### config.mk
export PLATFORM = sky130hd
export DESIGN_NAME = hamming_encoder
export DESIGN_NICKNAME = d
export VERILOG_FILES = /design/src/rtl/hamming_encoder.sv
export VERILOG_INCLUDE_DIRS = /design/src /design/src/rtl
export SDC_FILE = /design/constraint.sdc
export NUM_CORES = 1
export LEC_CHECK = 0
export BUFFER_PORTS_ARGS = -buffer_cell sky130_fd_sc_hd__clkbuf_2
export CORE_UTILIZATION = 30
export DETAILED_ROUTE_END_ITERATION = 8
export PLACE_DENSITY = 0.49
export SLEW_MARGIN = 20
export SYNTH_ARGS = -nofsm -noshare
export SYNTH_HDL_FRONTEND = slang
export SYNTH_SLANG_ARGS = --single-unit
### constraint.sdc
create_clock -name i_clk -period 3.2 [get_ports i_clk]
set_input_delay 0.32 -clock i_clk [delete_from_list [all_inputs] [get_ports i_clk]]
set_output_delay 0.32 -clock i_clk [all_outputs]
set_load 0.01 [all_outputs]
### src/rtl/define.sv
// Shared widths and types for the Hamming(15,11) encoder.
`ifndef HAMMING_DEFINE_SV
`define HAMMING_DEFINE_SV

`define DATA_WIDTH    11
`define PARITY_WIDTH  4
`define PATTERN_WIDTH 15

typedef logic [`PARITY_WIDTH-1:0]  parity_t;
typedef logic [`PATTERN_WIDTH-1:0] pattern_t;

`endif

### src/rtl/hamming_encoder.sv
// Two-stage valid/ready Hamming(15,11) encoder with an accepted-word counter.
// Optional error injection on o_codeword is enabled by defining HAMMING_ERR_INJ_EN.
`include "define.sv"

module hamming_encoder #(
  parameter int COUNT_WIDTH = 16
) (
  input  logic                   i_clk,
  input  logic                   i_rst,
  input  logic                   i_valid,
  output logic                   o_ready,
  input  logic [`DATA_WIDTH-1:0] i_data,
  output logic                   o_valid,
  input  logic                   i_ready,
  output pattern_t               o_codeword,
  output parity_t                o_parity,
  output logic [COUNT_WIDTH-1:0] o_count
`ifdef HAMMING_ERR_INJ_EN
  ,
  input  pattern_t               i_inj_mask
`endif
);

  // Handshake: a word moves on a rising edge when its valid and the receiver's
  // ready are both high; producers hold valid and data stable until accepted.

  // Codeword index i holds Hamming position i+1; parity k covers positions with bit k set.
  localparam pattern_t P0_MASK = 15'h5555;
  localparam pattern_t P1_MASK = 15'h6666;
  localparam pattern_t P2_MASK = 15'h7878;
  localparam pattern_t P3_MASK = 15'h7F80;

  logic                   s1_valid_q, s1_valid_d;
  logic [`DATA_WIDTH-1:0] s1_data_q, s1_data_d;
  logic                   s2_valid_q, s2_valid_d;
  pattern_t               cw_q, cw_d;
  parity_t                par_q, par_d;
  logic [COUNT_WIDTH-1:0] count_q, count_d;
`ifdef HAMMING_ERR_INJ_EN
  pattern_t               s1_mask_q, s1_mask_d;
`endif

  logic     s2_adv, s1_adv, in_fire;
  pattern_t data_cw, enc_cw;
  parity_t  enc_par;

  assign s2_adv  = ~s2_valid_q | i_ready;
  assign s1_adv  = s1_valid_q & s2_adv;
  assign o_ready = ~i_rst & (~s1_valid_q | s2_adv);
  assign in_fire = i_valid & o_ready;

  always_comb begin
    data_cw        = '0;
    data_cw[2]     = s1_data_q[0];
    data_cw[6:4]   = s1_data_q[3:1];
    data_cw[14:8]  = s1_data_q[10:4];
    enc_par[0]     = ^(data_cw & P0_MASK);
    enc_par[1]     = ^(data_cw & P1_MASK);
    enc_par[2]     = ^(data_cw & P2_MASK);
    enc_par[3]     = ^(data_cw & P3_MASK);
    enc_cw         = data_cw;
    enc_cw[0]      = enc_par[0];
    enc_cw[1]      = enc_par[1];
    enc_cw[3]      = enc_par[2];
    enc_cw[7]      = enc_par[3];
  end

  always_comb begin
    s1_valid_d = in_fire | (s1_valid_q & ~s1_adv);
    s1_data_d  = in_fire ? i_data : s1_data_q;
    count_d    = in_fire ? count_q + COUNT_WIDTH'(1) : count_q;
    s2_valid_d = s2_adv ? s1_valid_q : s2_valid_q;
    par_d      = s1_adv ? enc_par : par_q;
`ifdef HAMMING_ERR_INJ_EN
    s1_mask_d  = in_fire ? i_inj_mask : s1_mask_q;
    cw_d       = s1_adv ? (enc_cw ^ s1_mask_q) : cw_q;
`else
    cw_d       = s1_adv ? enc_cw : cw_q;
`endif
  end

  always_ff @(posedge i_clk) begin
    if (i_rst) begin
      s1_valid_q <= 1'b0;
      s1_data_q  <= '0;
      s2_valid_q <= 1'b0;
      cw_q       <= '0;
      par_q      <= '0;
      count_q    <= '0;
`ifdef HAMMING_ERR_INJ_EN
      s1_mask_q  <= '0;
`endif
    end else begin
      s1_valid_q <= s1_valid_d;
      s1_data_q  <= s1_data_d;
      s2_valid_q <= s2_valid_d;
      cw_q       <= cw_d;
      par_q      <= par_d;
      count_q    <= count_d;
`ifdef HAMMING_ERR_INJ_EN
      s1_mask_q  <= s1_mask_d;
`endif
    end
  end

  assign o_valid    = s2_valid_q;
  assign o_codeword = cw_q;
  assign o_parity   = par_q;
  assign o_count    = count_q;

endmodule

==> metrics.md <==
| Metric | Value |
|---|---|
| Clock share of power | 35.9% |
| Cells after synthesis | 226 |
| Finish-stage setup viols | 0 |
| Fin. Hold Viols | 0 |
| Yosys top cell area share | 46.5% |
| Mean Syn Cell Area | 8.38 um^2 |
| Clock sinks | 44 |
| Die area | 6630 um^2 |
| Die X | 81.4 um |
| Initial DRC Count | 69 |
| Critical path launch point type | flop |
| WP data required | 3430 ps |
| Top cells by area, synth | dfxtp_1 47%, nand2_1 10%, xnor2_1 9.7%, o21ai_0 6.1%, a21oi_1 5.6% |
| Cts-stage hold buffer count | 0 |
| Drt total wl | 4080 um |
| RSZ-0062 raised after global routing | false |
| Area of the multi-input gates | 913 um^2 |
| Clock tree buffer depth | 2 |
| Post-synth cell types | 34 |
| CTS root buf | clkbuf_8 |
| Total Routing Usage GR | 13.1% |
| Switching pwr | 0.283 mW |
| Synth Cell Area | 1890 um^2 |
| Buffers added on ports | 51 |
| GP Congestion | 0.738 |
| Outcome | completed |
| CTS tree | built |
| Post-synthesis register bit count | 44 |
| Ratio of cells with drive above 1 in the final layout | 23.5% |
| Routed WL per cell | 11.8 um |
| Diode count | 0 |
| Post-Syn Nets | 242 |
| 1st-pass router iterations | 4 |
| Max IR drop VDD | 0.000160 V |
| Nets | 287 |
| # IOs | 52 |
| Hpwl dp | 3030 um |
| Logic pwr share | 12.7% |
| LEAKAGE | 0.904 nW |
| Row count | 28 |
| Post-CTS sizing | 0 |
| Data arrival, critical path | 2110 ps |
| Die height | 81.4 um |
| Post-CTS Setup Bufs | 0 |
| Setup_tns | 0 ps |
| Internal | 0.875 mW |
| Worst Setup End Kind | flop |
| HP Class | input port to flop |
| Pwr/cell area | 506 nW/um^2 |
| Fin crit share | 58.9% |
| Core Region | 5990 um^2 |
| Final Critical Period | 1880 ps |
| Vias in the first global route | 1412 |
| Max-slew violation count | 0 |
| Layout overhead on the synthesized area | 20.9% |
| Residual DRC count | 0 |
| CTS Buf Count | 5 |
| Register area | 881 um^2 |
| Fillers | 651 |
| Initial antenna violation count | 0 |
| Starting Density | 31.6% |
| Slew @ Worst Pin | 512 ps |
| CP Max Fanout | 8 |
| Largest net degree at the start of global routing | 26 |
| Clock transition at path regs | 90 ps |
| Slew HR | 65.8% |
| Via/cell ratio | 4.62 |
| Post-route ant nets | 0 |
| Routed via count | 1604 |
| H-tree level count | 2 |
| Net Sw Frac | 24.5% |
| Most frequent cells in the layout | 51 x nand2_1, 51 x clkbuf_2, 44 x dfxtp_1 |
| Synth area leader | dfxtp_1 |
| Power, Total | 1.16 mW |
| Synthesis Warnings | 0 |
| Crit path kind | flop to flop |
| Sequential share of power | 51.5% |
| # Max-Cap Violations | 0 |
| Worst Skew | 8.41 ps |
| Max Clk Rate | 531 MHz |
| Seq/Total Area, Yosys | 46.5% |
| Total grt overflow | 0 |
| Clk_lat worst skew | 290 ps |
| First-pass GRT wire length | 6670 um |
==> state kept, by name, indices dropped and copies added, names as in the netlist <==
signal and cells:
s1_data_q 11, s1_valid_q 1, o_count 16, o_valid 1, o_codeword 15
==> stage by stage <==
step / cell area, um^2 / utilization [%] / instances / hold WS [ps] / setup slack [ps]
2_1_floorplan: 1890 / - / 226 / 429 / 1370
6_report: 2290 / 38.2 / 347 / 221 / 1320
5_1_grt: 2290 / 38.2 / 347 / 231 / 1120
3_5_place_dp: 2180 / 36.4 / 339 / 447 / 1190
3_3_place_gp: 2180 / 36.4 / 339 / 445 / 1210
4_1_cts: 2290 / 38.2 / 347 / 215 / 1300
==> cells by family (layout without fill, tap and decap cells) <==
kind of cell    count (synthesis)  count (layout)  share of synthesized area [%]
compound gates                 46              46                           12.5
fa+ha+maj                       1               1                          0.661
simple gates                   91              91                           24.0
buf+inv                        20              66                           5.22
xor+xnor                       24              24                           11.1
flops                          44              44                           46.5
==> cells in the mapped netlist, drive strengths merged <==
cell type and count:
a21oi 21, a31o 1, and2 1, and3 1, and3b 1, and4 1, and4b 1, buf 7
clkbuf 9, clkinv 1, dfxtp 44, ha 1, inv 3, nand2 51, nand2b 1, nand3 5
nand3b 2, nand4 3, nand4bb 1, nor2 9, nor3 2, nor3b 1, nor4bb 1, o21ai 23
o31ai 1, or3 8, or4 1, or4b 1, xnor2 21, xor2 3
==> final timing paths <==
path              slack (ps)  depth (start not counted)                  startpoint                          to
setup reg to reg        1320                          5     o_count[0]$_SDFFE_PP0P_    o_count[14]$_SDFFE_PP0P_
hold / removal           220                          3                   i_data[2]   s1_data_q[2]$_SDFFE_PP0P_
hold reg to reg          450                          2  o_codeword[5]$_SDFFE_PP0P_  o_codeword[5]$_SDFFE_PP0P_
setup / recovery        1320                          5     o_count[0]$_SDFFE_PP0P_    o_count[14]$_SDFFE_PP0P_
==> power by group through the flow <==
stage | registers, mW | logic [mW] | clock network (mW)
floorplan | 0.610 | 0.108 | 0
global placement | 0.609 | 0.148 | 0
detailed placement | 0.610 | 0.149 | 0
CTS | 0.597 | 0.149 | 0.429
global route | 0.601 | 0.163 | 0.448
finish | 0.596 | 0.147 | 0.415
==> critical path: stages, from the launching register on <==
cell      delay, ps
dfxtp_1         390
ha_1            220
nand3b_4        100
or4b_1          590
or3_1           380
a21oi_1         140
==> final cells by class <==
type                            count  share of cell area (%)
Clock buffer                        6                    3.17
Multi-Input combinational cell    162                    39.9
Sequential cell                    44                    38.5
Clock inverter                      2                    1.53
Inverter                            4                   0.656
Tap cell                           75                    4.10
Timing Repair Buffer               54                    12.1
==> metal layers <==
metal,track usage (%),part of all wire [%],vias to the layer above
li1,-,-,846
met1,19.5,55,724
met3,2.89,4.4,2
met4,3.75,0.59,0
met2,18.7,40,32
met5,0,0,-
(Power assumes the default switching activity.)
